File: config.mk
export PLATFORM = sky130hd
export DESIGN_NAME = pipelined_control_unit_flat
export DESIGN_NICKNAME = d
export VERILOG_FILES = /design/src/rtl/pipelined_control_unit_if.sv /design/src/rtl/pipelined_control_unit.sv /design/src/flat_wrapper.sv
export SDC_FILE = /design/constraint.sdc
export NUM_CORES = 1
export LEC_CHECK = 0
export CELL_PAD_IN_SITES_DETAIL_PLACEMENT = 0
export CELL_PAD_IN_SITES_GLOBAL_PLACEMENT = 1
export CORE_MARGIN = 4
export CORE_UTILIZATION = 27
export DETAILED_ROUTE_END_ITERATION = 8
export GPL_TIMING_DRIVEN = 0
export PLACE_DENSITY = 0.8
export SLEW_MARGIN = 20
export SYNTH_ARGS = -nofsm -noshare
export SYNTH_HDL_FRONTEND = slang
export SYNTH_SLANG_ARGS = --single-unit
File: constraint.sdc
create_clock -name clk -period 2.3 [get_ports clk]
set_clock_uncertainty 0.2 [all_clocks]
set_input_delay 0.345 -clock clk [delete_from_list [all_inputs] [get_ports clk]]
set_output_delay 0.345 -clock clk [all_outputs]
set_load 0.01 [all_outputs]
File: src/rtl/pipelined_control_unit_if.sv
// Decode/Execute control bus between the F/D register, the control unit
// and the datapath. The slave side is the control unit itself.
interface pipelined_control_unit_if #(
    parameter int DATA_WIDTH     = 32,
    parameter int REG_ADDR_WIDTH = 5,
    parameter int ALU_CTRL_WIDTH = 3
);
    logic [DATA_WIDTH-1:0]     instr_i;
    logic                      instr_valid_i;
    logic                      EQ;
    logic [1:0]                ImmSrcD;
    logic                      stall_o;
    logic                      RegWriteE;
    logic                      ALUsrcE;
    logic                      MEMWriteE;
    logic                      MEMsrcE;
    logic [ALU_CTRL_WIDTH-1:0] ALUctrlE;
    logic [REG_ADDR_WIDTH-1:0] rdE;
    logic                      validE;
    logic                      PCsrcE;
    logic                      flush_o;
    logic                      illegal_o;

    modport master (
        output instr_i, instr_valid_i, EQ,
        input  ImmSrcD, stall_o, RegWriteE, ALUsrcE, MEMWriteE, MEMsrcE,
               ALUctrlE, rdE, validE, PCsrcE, flush_o, illegal_o
    );

    modport slave (
        input  instr_i, instr_valid_i, EQ,
        output ImmSrcD, stall_o, RegWriteE, ALUsrcE, MEMWriteE, MEMsrcE,
               ALUctrlE, rdE, validE, PCsrcE, flush_o, illegal_o
    );
endinterface

File: src/rtl/pipelined_control_unit.sv
// Reduced RV32I decoder with a Decode/Execute control register, load-use
// stall detection, bubble insertion on stall/flush, Execute-stage branch
// resolution and a sticky illegal-instruction flag.
module pipelined_control_unit #(
    parameter int DATA_WIDTH     = 32,
    parameter int REG_ADDR_WIDTH = 5,
    parameter int ALU_CTRL_WIDTH = 3
) (
    input  logic                      clk,
    input  logic                      rst_n,
    pipelined_control_unit_if.slave   bus
);
    typedef struct packed {
        logic                      reg_write;
        logic                      alu_src;
        logic                      mem_write;
        logic                      mem_src;
        logic                      branch;
        logic                      branch_ne;
        logic [ALU_CTRL_WIDTH-1:0] alu_ctrl;
    } ctrl_t;

    localparam ctrl_t BUBBLE = '{1'b0, 1'b0, 1'b0, 1'b0, 1'b0, 1'b0, {ALU_CTRL_WIDTH{1'b1}}};

    logic [6:0]                opcode;
    logic [2:0]                funct3;
    logic                      f7b5;
    logic [REG_ADDR_WIDTH-1:0] rs1, rs2, rd;
    logic                      unused_instr;

    assign opcode       = bus.instr_i[6:0];
    assign funct3       = bus.instr_i[14:12];
    assign f7b5         = bus.instr_i[30];
    assign rd           = REG_ADDR_WIDTH'(bus.instr_i[11:7]);
    assign rs1          = REG_ADDR_WIDTH'(bus.instr_i[19:15]);
    assign rs2          = REG_ADDR_WIDTH'(bus.instr_i[24:20]);
    assign unused_instr = ^{bus.instr_i[DATA_WIDTH-1:31], bus.instr_i[29:25]};

    ctrl_t                     dec_ctrl;
    logic                      legal, rs1_used, rs2_used, dec_valid;
    logic [1:0]                imm_src;

    ctrl_t                     ctrl_q, ctrl_d;
    logic [REG_ADDR_WIDTH-1:0] rd_q, rd_d;
    logic                      valid_q, valid_d;
    logic                      illegal_q, illegal_d;
    logic                      stall, pcsrc;

    // Decode the Decode-stage instruction into a control word; anything not
    // recognised (or not valid) collapses to a bubble.
    always_comb begin
        dec_ctrl = '0;
        legal    = 1'b0;
        rs1_used = 1'b0;
        rs2_used = 1'b0;
        imm_src  = 2'b00;
        case (opcode)
            7'b0110011: begin
                legal              = 1'b1;
                rs1_used           = 1'b1;
                rs2_used           = 1'b1;
                dec_ctrl.reg_write = 1'b1;
                case (funct3)
                    3'b000:  dec_ctrl.alu_ctrl = f7b5 ? ALU_CTRL_WIDTH'(1) : ALU_CTRL_WIDTH'(0);
                    3'b111:  dec_ctrl.alu_ctrl = ALU_CTRL_WIDTH'(2);
                    3'b110:  dec_ctrl.alu_ctrl = ALU_CTRL_WIDTH'(3);
                    3'b010:  dec_ctrl.alu_ctrl = ALU_CTRL_WIDTH'(5);
                    default: legal = 1'b0;
                endcase
            end
            7'b0010011: begin
                legal              = 1'b1;
                rs1_used           = 1'b1;
                dec_ctrl.reg_write = 1'b1;
                dec_ctrl.alu_src   = 1'b1;
                case (funct3)
                    3'b000:  dec_ctrl.alu_ctrl = ALU_CTRL_WIDTH'(0);
                    3'b111:  dec_ctrl.alu_ctrl = ALU_CTRL_WIDTH'(2);
                    3'b110:  dec_ctrl.alu_ctrl = ALU_CTRL_WIDTH'(3);
                    3'b010:  dec_ctrl.alu_ctrl = ALU_CTRL_WIDTH'(5);
                    default: legal = 1'b0;
                endcase
            end
            7'b0000011: begin
                legal              = (funct3 == 3'b010);
                rs1_used           = 1'b1;
                dec_ctrl.reg_write = 1'b1;
                dec_ctrl.alu_src   = 1'b1;
                dec_ctrl.mem_src   = 1'b1;
            end
            7'b0100011: begin
                legal              = (funct3 == 3'b010);
                rs1_used           = 1'b1;
                rs2_used           = 1'b1;
                dec_ctrl.alu_src   = 1'b1;
                dec_ctrl.mem_write = 1'b1;
                imm_src            = 2'b01;
            end
            7'b1100011: begin
                legal              = (funct3 == 3'b000) || (funct3 == 3'b001);
                rs1_used           = 1'b1;
                rs2_used           = 1'b1;
                dec_ctrl.branch    = (funct3 == 3'b000);
                dec_ctrl.branch_ne = (funct3 == 3'b001);
                dec_ctrl.alu_ctrl  = ALU_CTRL_WIDTH'(1);
                imm_src            = 2'b10;
            end
            default: legal = 1'b0;
        endcase
        dec_valid = legal & bus.instr_valid_i;
        if (!dec_valid) begin
            dec_ctrl = BUBBLE;
            rs1_used = 1'b0;
            rs2_used = 1'b0;
        end
    end

    // Hazard/branch resolution and D/E next state: flush beats stall beats decode.
    always_comb begin
        stall = valid_q & ctrl_q.mem_src & (rd_q != '0) & dec_valid &
                ((rs1_used & (rs1 == rd_q)) | (rs2_used & (rs2 == rd_q)));
        pcsrc = valid_q & ((ctrl_q.branch & bus.EQ) | (ctrl_q.branch_ne & ~bus.EQ));
        ctrl_d    = dec_ctrl;
        rd_d      = dec_valid ? rd : '0;
        valid_d   = dec_valid;
        illegal_d = illegal_q | (~pcsrc & bus.instr_valid_i & ~legal);
        if (pcsrc || stall) begin
            ctrl_d  = BUBBLE;
            rd_d    = '0;
            valid_d = 1'b0;
        end
    end

    // D/E pipeline register and sticky illegal flag.
    always_ff @(posedge clk or negedge rst_n) begin
        if (!rst_n) begin
            ctrl_q    <= BUBBLE;
            rd_q      <= '0;
            valid_q   <= 1'b0;
            illegal_q <= 1'b0;
        end else begin
            ctrl_q    <= ctrl_d;
            rd_q      <= rd_d;
            valid_q   <= valid_d;
            illegal_q <= illegal_d;
        end
    end

    assign bus.ImmSrcD   = imm_src;
    assign bus.stall_o   = stall;
    assign bus.RegWriteE = ctrl_q.reg_write;
    assign bus.ALUsrcE   = ctrl_q.alu_src;
    assign bus.MEMWriteE = ctrl_q.mem_write;
    assign bus.MEMsrcE   = ctrl_q.mem_src;
    assign bus.ALUctrlE  = ctrl_q.alu_ctrl;
    assign bus.rdE       = rd_q;
    assign bus.validE    = valid_q;
    assign bus.PCsrcE    = pcsrc;
    assign bus.flush_o   = pcsrc;
    assign bus.illegal_o = illegal_q;
endmodule

File: src/flat_wrapper.sv
// flat-port wrapper written by rule: the top's interface ports become plain ports
module pipelined_control_unit_flat 
#(
    parameter int DATA_WIDTH     = 32,
    parameter int REG_ADDR_WIDTH = 5,
    parameter int ALU_CTRL_WIDTH = 3
)
  (clk, rst_n, bus_instr_i, bus_instr_valid_i, bus_EQ, bus_ImmSrcD, bus_stall_o, bus_RegWriteE, bus_ALUsrcE, bus_MEMWriteE, bus_MEMsrcE, bus_ALUctrlE, bus_rdE, bus_validE, bus_PCsrcE, bus_flush_o, bus_illegal_o);
  pipelined_control_unit_if #(.DATA_WIDTH(DATA_WIDTH), .REG_ADDR_WIDTH(REG_ADDR_WIDTH), .ALU_CTRL_WIDTH(ALU_CTRL_WIDTH)) bus_i ();
  input  logic clk;
  input  logic rst_n;
  input wire logic [$bits(bus_i.instr_i)-1:0] bus_instr_i;
  input wire logic [$bits(bus_i.instr_valid_i)-1:0] bus_instr_valid_i;
  input wire logic [$bits(bus_i.EQ)-1:0] bus_EQ;
  output wire logic [$bits(bus_i.ImmSrcD)-1:0] bus_ImmSrcD;
  output wire logic [$bits(bus_i.stall_o)-1:0] bus_stall_o;
  output wire logic [$bits(bus_i.RegWriteE)-1:0] bus_RegWriteE;
  output wire logic [$bits(bus_i.ALUsrcE)-1:0] bus_ALUsrcE;
  output wire logic [$bits(bus_i.MEMWriteE)-1:0] bus_MEMWriteE;
  output wire logic [$bits(bus_i.MEMsrcE)-1:0] bus_MEMsrcE;
  output wire logic [$bits(bus_i.ALUctrlE)-1:0] bus_ALUctrlE;
  output wire logic [$bits(bus_i.rdE)-1:0] bus_rdE;
  output wire logic [$bits(bus_i.validE)-1:0] bus_validE;
  output wire logic [$bits(bus_i.PCsrcE)-1:0] bus_PCsrcE;
  output wire logic [$bits(bus_i.flush_o)-1:0] bus_flush_o;
  output wire logic [$bits(bus_i.illegal_o)-1:0] bus_illegal_o;
  assign bus_i.instr_i = bus_instr_i;
  assign bus_i.instr_valid_i = bus_instr_valid_i;
  assign bus_i.EQ = bus_EQ;
  assign bus_ImmSrcD = bus_i.ImmSrcD;
  assign bus_stall_o = bus_i.stall_o;
  assign bus_RegWriteE = bus_i.RegWriteE;
  assign bus_ALUsrcE = bus_i.ALUsrcE;
  assign bus_MEMWriteE = bus_i.MEMWriteE;
  assign bus_MEMsrcE = bus_i.MEMsrcE;
  assign bus_ALUctrlE = bus_i.ALUctrlE;
  assign bus_rdE = bus_i.rdE;
  assign bus_validE = bus_i.validE;
  assign bus_PCsrcE = bus_i.PCsrcE;
  assign bus_flush_o = bus_i.flush_o;
  assign bus_illegal_o = bus_i.illegal_o;
  pipelined_control_unit #(.DATA_WIDTH(DATA_WIDTH), .REG_ADDR_WIDTH(REG_ADDR_WIDTH), .ALU_CTRL_WIDTH(ALU_CTRL_WIDTH)) u_core (.clk(clk), .rst_n(rst_n), .bus(bus_i));
endmodule
==> impl_metrics.sql, run 1 <==
INSERT INTO impl_metrics (metric_group, metric, value, unit) VALUES
('synthesis', 'synth_cell_type_count', '36', ''),
('clocking', 'cts_tree', 'built', ''),
('finish', 'most-common-layout-cells', 'sky130_fd_sc_hd__clkdlybuf4s50_1, sky130_fd_sc_hd__buf_4, sky130_fd_sc_hd__dfrtp_1, sky130_fd_sc_hd__nand2_1, sky130_fd_sc_hd__dlygate4sd2_1', ''),
('route', 'detailroute.via_count', '924', ''),
('route', 'drtPass1Iterations', '4', ''),
('setup_path', 'critical_path.cell_chain', 'xnor2_2 -> nand3_2 -> or4_4 -> a21oi_4 -> buf_6 -> and3_1 -> buf_2', ''),
('synthesis', 'syn_nets', '129', ''),
('setup_path', 'critPathCaptureType', 'output port', ''),
('global_routing', 'pin_count_of_the_biggest_net_entering_global_routing', '17', ''),
('global_routing', 'initial_antenna_violation_count', '0', ''),
('placement', 'placement.cell_area', '1480', 'um^2'),
('placement', 'io_buffers', '47', ''),
('power', 'power.combinational.fraction', '0.183', ''),
('finish', 'final_cell_area', '1660', 'um^2'),
('synthesis', 'async_reset_ff_frac', '1.00', ''),
('placement', 'globalplace.congestion', '0.822', ''),
('power', 'p_leak', '0.726', 'nW'),
('sta', 'setup_viol_count_final', '3', ''),
('synthesis', 'post-synth-top-area-fraction', '0.341', ''),
('setup_path', 'rr_startpoint', 'u_core.bus.rdE[2]', ''),
('hold_path', 'hold_path_startpoint', 'bus_instr_i[4]', ''),
('route', 'remaining_drc_errors', '0', ''),
('power', 'seq_power_share', '0.499', ''),
('setup_path', 'timing.setup.critical_path_class', 'flop to output port', ''),
('hold_path', 'hp-class', 'primary input to flop', ''),
('clocking', 'cts.hold.buffers_added', '0', ''),
('setup_path', 'cp_slowest_stage_delay', '0.55', 'ns'),
('power', 'power_report.internal_total', '0.000439', 'W'),
('floorplan', 'die-width', '67.5', 'um'),
('power', 'swShare', '0.225', ''),
('synthesis', 'synth_enable_flop_cells', '0', ''),
('synthesis', 'synthDominantAreaCellType', 'sky130_fd_sc_hd__dfrtp_1', ''),
('route', 'dr.first_iter.drc_count', '10', ''),
('setup_path', 'timing.critical_path.required', '1.75', 'ns'),
('global_routing', 'globalRouteOverflowTotal', '0', ''),
('clocking', 'tritoncts_num_sinks', '16', ''),
('global_routing', 'grt_pass1_wl', '4150', 'um'),
('floorplan', 'starting_utilization_of_the_core_area', '0.284', ''),
('sta', 'minimum_period_implied_by_the_final_worst_setup_slack', '2.56', 'ns'),
('sta', 'maxClockFrequency', '390', 'MHz'),
('setup_path', 'buffers_and_inverters_on_the_worst_path', '2', ''),
('setup_path', 'worst_setup_path_start_kind', 'flop', ''),
('placement', 'worst_case_setup_slack_after_placement', '-1.03', 'ns'),
('finish', 'final_common_cell', 'sky130_fd_sc_hd__clkdlybuf4s50_1', ''),
('clocking', 'worstSkewPairLatency', '0.28', 'ns'),
('floorplan', 'design.die.area', '4550', 'um^2'),
('synthesis', 'yosys_warnings', '0', ''),
('synthesis', 'synth-seq-cells', '16', ''),
('synthesis', 'synth.avg_cell_area', '10.3', 'um^2'),
('route', 'post_route_wl', '2690', 'um'),
('floorplan', 'floorplan.core_area', '3360', 'um^2'),
('synthesis', 'synth_seq_area_share', '0.423', ''),
('sta', 'grt_setup_unrepaired', 'yes', ''),
('sta', 'final_cycle_utilization_of_the_critical_path', '1.12', ''),
('sta', 'post-route-worst-setup-slack', '-0.265', 'ns'),
('global_routing', 'all_layer_gr_usage', '0.120', ''),
('sta', 'max-slew-margin-rel', '0.538', ''),
('finish', 'flow.area_growth_from_synthesis', '73.4', '%'),
('global_routing', 'grt_pass1_vias', '924', ''),
('power', 'ir_worst_vdd', '132', 'uV'),
('placement', 'hpwlAfterDp', '2120', 'um'),
('route', 'antenna_violating_nets_left', '0', ''),
('clocking', 'clock_tree.buffer_depth', '2', ''),
('synthesis', 'synth.top_cells.by_area', 'sky130_fd_sc_hd__dfrtp_1, sky130_fd_sc_hd__dfstp_2, sky130_fd_sc_hd__nor4b_1, sky130_fd_sc_hd__xnor2_1, sky130_fd_sc_hd__xor2_1', ''),
('route', 'wire_per_inst', '13.6', 'um'),
('status', 'violated_checks', 'setup timing', ''),
('power', 'clkPwrFrac', '0.318', ''),
('finish', 'antennaDiodeCount', '0', ''),
('status', 'status', 'finished, violations left', ''),
('power', 'power.density_cell_area', '342', 'nW/um^2'),
('finish', 'post_route_cells_drive_above_1_share', '0.305', '');
==> stage by stage <==
step                power, W  TNS [ns]   util  hold WS [ns]  std cells
finish              0.000567    -0.287  0.492         0.167        197
CTS                 0.000568    -0.589  0.475         0.138        197
global route        0.000593     -1.05  0.492         0.184        197
global placement    0.000387     -3.82  0.441         0.268        186
floorplan           0.000321         0      -        -0.151         93
detailed placement  0.000389     -4.72  0.441         0.269        186
==> layout make-up <==
class                           count  area [um^2]
Buffer                              9         66.3
Clock buffer                        4         36.3
Fill cell                         338         1710
Inverter                            1         3.75
Multi-Input combinational cell     67          566
Sequential cell                    16          407
Tap cell                           46         57.6
Timing Repair Buffer               54          519
==> power groups by stage <==
stage / Sequential, W / Combinational, W / Clock [W]
after global placement: 0.000288 / 0.0000985 / 0
final: 0.000283 / 0.000104 / 0.000180
after CTS: 0.000283 / 0.000101 / 0.000184
after floorplan: 0.000288 / 0.0000331 / 0
after detailed placement: 0.000288 / 0.000100 / 0
after global routing: 0.000283 / 0.000113 / 0.000197
==> timing repair <==
action	4_1_cts	5_1_grt
setup buffers	7	0
pin swaps	7	2
resized for setup	21	15
endpoints found under the setup margin	3	13
==> routing by layer <==
| metal | track usage | wire length (um) |
|---|---|---|
| met4 | 0.0380 | 25 |
| met3 | 0.0233 | 212 |
| met1 | 0.147 | 1150 |
| met5 | 0 | 0 |
| met2 | 0.209 | 1300 |
==> Yosys cell counts (2+ instances only) <==
cell type and instances:
sky130_fd_sc_hd__or4_4 2, sky130_fd_sc_hd__dfstp_2 3, sky130_fd_sc_hd__clkbuf_1 2, sky130_fd_sc_hd__buf_6 2
sky130_fd_sc_hd__nor4_1 5, sky130_fd_sc_hd__buf_4 4, sky130_fd_sc_hd__nor2_1 3, sky130_fd_sc_hd__a41o_1 2
sky130_fd_sc_hd__xnor2_1 5, sky130_fd_sc_hd__nor2b_1 4, sky130_fd_sc_hd__and3_1 2, sky130_fd_sc_hd__nand2_1 8
sky130_fd_sc_hd__xor2_1 5, sky130_fd_sc_hd__nor3_1 2, sky130_fd_sc_hd__nand3_1 4, sky130_fd_sc_hd__o21ai_0 2
sky130_fd_sc_hd__dfrtp_1 13, sky130_fd_sc_hd__nor4b_1 7
==> final timing paths <==
kind / endpoint / slack, ns / cells past startpoint
min in group asynchronous: u_core.bus.rdE[4] / 0.28 / 1
max in group asynchronous: u_core.bus.rdE[2] / 1.15 / 1
min reg2reg: u_core.bus.illegal_o / 0.29 / 1
max reg2reg: u_core.bus.rdE[1] / -0.02 / 8
max: bus_stall_o / -0.26 / 7
min: u_core.bus.MEMsrcE / 0.17 / 4
==> flip-flops by register name (all words and copies together), names as in the netlist <==
signal                count
u_core.bus.MEMsrcE        1
u_core.bus.illegal_o      1
u_core.bus.RegWriteE      1
u_core.bus.MEMWriteE      1
u_core.ctrl_q             2
u_core.bus.ALUctrlE       3
u_core.bus.validE         1
u_core.bus.ALUsrcE        1
u_core.bus.rdE            5
==> cell families after synthesis <==
family / count (synthesis) / share of synthesized area
compound gates: 11 / 0.0983
xor+xnor: 10 / 0.0917
buf+inv: 10 / 0.0721
flops: 16 / 0.423
mux: 1 / 0.0105
simple gates: 45 / 0.304
==> worst reg2reg max path, delay by kind of cell, from the launching register on <==
kind	cells	cell delay [ns]
buffers and inverters	4	0.56
flip-flops	1	0.43
AO/OA/AOI/OAI	2	0.25
AND/OR/NAND/NOR	2	0.80
No activity file was read; power rests on OpenSTA's default activity.
==> run 2, diff against run 1 <==
==> constraint.sdc (replaced) <==
create_clock -name clk -period 2.7 [get_ports clk]
set_clock_uncertainty 0.2 [all_clocks]
set_input_delay 0.405 -clock clk [delete_from_list [all_inputs] [get_ports clk]]
set_output_delay 0.405 -clock clk [all_outputs]
set_load 0.01 [all_outputs]
==> run 2 against run 1 <==
  * The run now ends clean
  * First-iteration DRC count grew 110%
  * Non-clock buffer count fell by 1
  * Largest power group unchanged
  * Global-route usage down 0.070 points
  * Highest routed layer unchanged
  * Design area shrank 5.1%
  * Routed wire length shrank 2.6%
  * Sequential power decreased by 15%
  * Critical endpoint is now bus_ImmSrcD[0]
  * Utilization shrank 2.5 points
  * Critical path depth is 1 lower
  * Setup slack improved by 0.39 ns
==> impl_metrics.sql, run 2 (synthesis gave the netlist of run 1 again) <==
INSERT INTO impl_metrics (metric_group, metric, value, unit) VALUES
('power', 'seq_power_share', '0.503', ''),
('placement', 'placement.cell_area', '1480', 'um^2'),
('clocking', 'cts_tree', 'built', ''),
('clocking', 'cts.hold.buffers_added', '0', ''),
('sta', 'setup_viol_count_final', '0', ''),
('route', 'route.detailed.vias_per_inst', '4.65', ''),
('global_routing', 'globalRouteOverflowTotal', '0', ''),
('sta', 'max-slew-margin-rel', '0.537', ''),
('sta', 'final_cycle_utilization_of_the_critical_path', '0.955', ''),
('setup_path', 'timing.critical_path.required', '2.10', 'ns'),
('global_routing', 'initial_antenna_violation_count', '0', ''),
('power', 'power', '0.000479', 'W'),
('finish', 'final_common_cell', 'sky130_fd_sc_hd__clkdlybuf4s50_1', ''),
('finish', 'final_cell_area', '1570', 'um^2'),
('sta', 'worst_margin_pin_slew', '0.693', 'ns'),
('floorplan', 'design.die.area', '4550', 'um^2'),
('route', 'drtPass1Iterations', '4', ''),
('clocking', 'clock_tree.buffer_depth', '2', ''),
('clocking', 'tritoncts_num_sinks', '16', ''),
('clocking', 'tritoncts.num_buffers', '3', ''),
('sta', 'final_max_slew_viol_count', '0', ''),
('global_routing', 'all_layer_gr_usage', '0.119', ''),
('status', 'status', 'finished, final reports clean', ''),
('power', 'swShare', '0.223', ''),
('floorplan', 'die_h', '67.5', 'um'),
('setup_path', 'critical_path_peak_fanout', '7', ''),
('global_routing', 'grt_pass1_wl', '4130', 'um'),
('finish', 'utilization', '0.467', ''),
('placement', 'hpwlAfterDp', '2120', 'um'),
('power', 'power_report.internal_total', '0.000372', 'W'),
('placement', 'globalplace.congestion', '0.822', ''),
('floorplan', 'die-width', '67.5', 'um'),
('setup_path', 'critPathCaptureType', 'output port', ''),
('sta', 'final_hold_viol_count', '0', ''),
('placement', 'io_buffers', '47', ''),
('sta', 'grt_setup_unrepaired', 'no', ''),
('power', 'net-switching-power', '0.000107', 'W'),
('route', 'post_route_wl', '2620', 'um'),
('sta', 'minimum_period_implied_by_the_final_worst_setup_slack', '2.58', 'ns'),
('power', 'p_leak', '0.653', 'nW'),
('clocking', 'cts_root_buffer', 'sky130_fd_sc_hd__clkbuf_4', ''),
('finish', 'flip_flop_count_of_the_largest_register_after_layout', '5', ''),
('global_routing', 'pin_count_of_the_biggest_net_entering_global_routing', '17', ''),
('floorplan', 'top_level_ports', '55', ''),
('route', 'wire_per_inst', '13.3', 'um'),
('floorplan', 'rows', '21', ''),
('clocking', 'htree_levels', '1', ''),
('clocking', 'clk_pin_slew_worst_paths', '0.09', 'ns'),
('power', 'power.density_cell_area', '305', 'nW/um^2'),
('setup_path', 'worst_setup_path_start_kind', 'primary input', ''),
('flow_run', 'max_cap_violations', '0', ''),
('power', 'power.combinational.fraction', '0.176', ''),
('route', 'antenna_violating_nets_left', '0', ''),
('sta', 'maxClockFrequency', '388', 'MHz'),
('setup_path', 'timing.setup.critical_path_class', 'primary input to output port', ''),
('finish', 'flow.area_growth_from_synthesis', '64.5', '%'),
('finish', 'final_net_count', '187', ''),
('clocking', 'worstSkewPairLatency', '0.28', 'ns'),
('finish', 'stdcell_count', '196', ''),
('power', 'clkPwrFrac', '0.321', ''),
('route', 'remaining_drc_errors', '0', ''),
('setup_path', 'crit_arrival', '1.97', 'ns'),
('sta', 'worst_hold_slack', '0.208', 'ns'),
('finish', 'post_route_cells_drive_above_1_share', '0.240', ''),
('global_routing', 'grt_pass1_vias', '919', ''),
('route', 'detailroute.via_count', '912', ''),
('floorplan', 'starting_utilization_of_the_core_area', '0.284', ''),
('floorplan', 'floorplan.core_area', '3360', 'um^2'),
('finish', 'antennaDiodeCount', '0', ''),
('finish', 'most-common-layout-cells', 'sky130_fd_sc_hd__clkdlybuf4s50_1, sky130_fd_sc_hd__buf_4, sky130_fd_sc_hd__dfrtp_1, sky130_fd_sc_hd__nand2_1', ''),
('power', 'ir_worst_vdd', '112', 'uV'),
('route', 'dr.first_iter.drc_count', '21', ''),
('hold_path', 'hp-class', 'primary input to flop', ''),
('placement', 'placed_cells_incl_taps', '186', '');
## run 2: cell types whose count changed in the layout (fill, tap and decap cells not counted), moves of 3 or more
cell / previous run / this run
sky130_fd_sc_hd__clkdlybuf4s50_1: 34 / 37
sky130_fd_sc_hd__dlymetal6s2s_1: 4 / 0
sky130_fd_sc_hd__nor4_1: 0 / 5
sky130_fd_sc_hd__nor4_2: 5 / 0
sky130_fd_sc_hd__nor4b_1: 4 / 7
sky130_fd_sc_hd__nor4b_2: 3 / 0
## run 2: timing repair
item / 4_1_cts / 5_1_grt
buffers inserted: 6 / 1
pin swaps: 8 / 2
gates resized for setup: 21 / 2
setup endpoints to repair: 2 / 1
## run 2: worst paths after layout
| check | from | endpoint | slack [ns] | cells past startpoint |
|---|---|---|---|---|
| max in group asynchronous | rst_n | u_core.bus.rdE[2] | 1.48 | 1 |
| max | bus_instr_i[2] | bus_ImmSrcD[0] | 0.12 | 6 |
| min | bus_instr_i[4] | u_core.bus.MEMsrcE | 0.21 | 4 |
| max reg2reg | u_core.bus.rdE[2] | u_core.bus.ALUctrlE[0] | 0.41 | 6 |
| min in group asynchronous | rst_n | u_core.bus.rdE[1] | 0.34 | 1 |
| min reg2reg | u_core.bus.illegal_o | u_core.bus.illegal_o | 0.29 | 1 |
## run 2: metal layers
layer,routed length (um),global-route usage,vias up
met1,1160,0.146,426
met5,0,0,-
met3,203,0.0233,2
li1,-,-,449
met4,25,0.0380,0
met2,1230,0.208,35
## run 2: cell type report
class | count | area [um^2]
multi-input combinational | 67 | 508
inverter | 1 | 3.75
tap | 46 | 57.6
timing repair buffer | 54 | 504
fill | 342 | 1790
clock buffer | 4 | 36.3
sequential | 16 | 407
buffer | 8 | 53.8
## run 2: power groups by stage
stage / registers (W) / clock network (W) / logic (W)
global placement: 0.000245 / 0 / 0.0000839
floorplan: 0.000246 / 0 / 0.0000282
global route: 0.000241 / 0.000168 / 0.0000922
detailed placement: 0.000245 / 0 / 0.0000856
CTS: 0.000241 / 0.000157 / 0.0000843
finish: 0.000241 / 0.000154 / 0.0000843
## run 2: through the flow
step	setup TNS (ns)	setup slack, ns
floorplan	0	0.345
detailed placement	-1.00	-0.752
global placement	-0.952	-0.717
finish	0	0.121
global route	0	0.0210
CTS	0	0.00163
## run 2: worst max-delay path: stages
cell                              delay, ns
sky130_fd_sc_hd__clkdlybuf4s15_1       0.16
sky130_fd_sc_hd__and4bb_4              0.30
sky130_fd_sc_hd__buf_4                 0.12
sky130_fd_sc_hd__nor2b_2               0.27
sky130_fd_sc_hd__and2_1                0.19
sky130_fd_sc_hd__clkdlybuf4s50_1       0.54
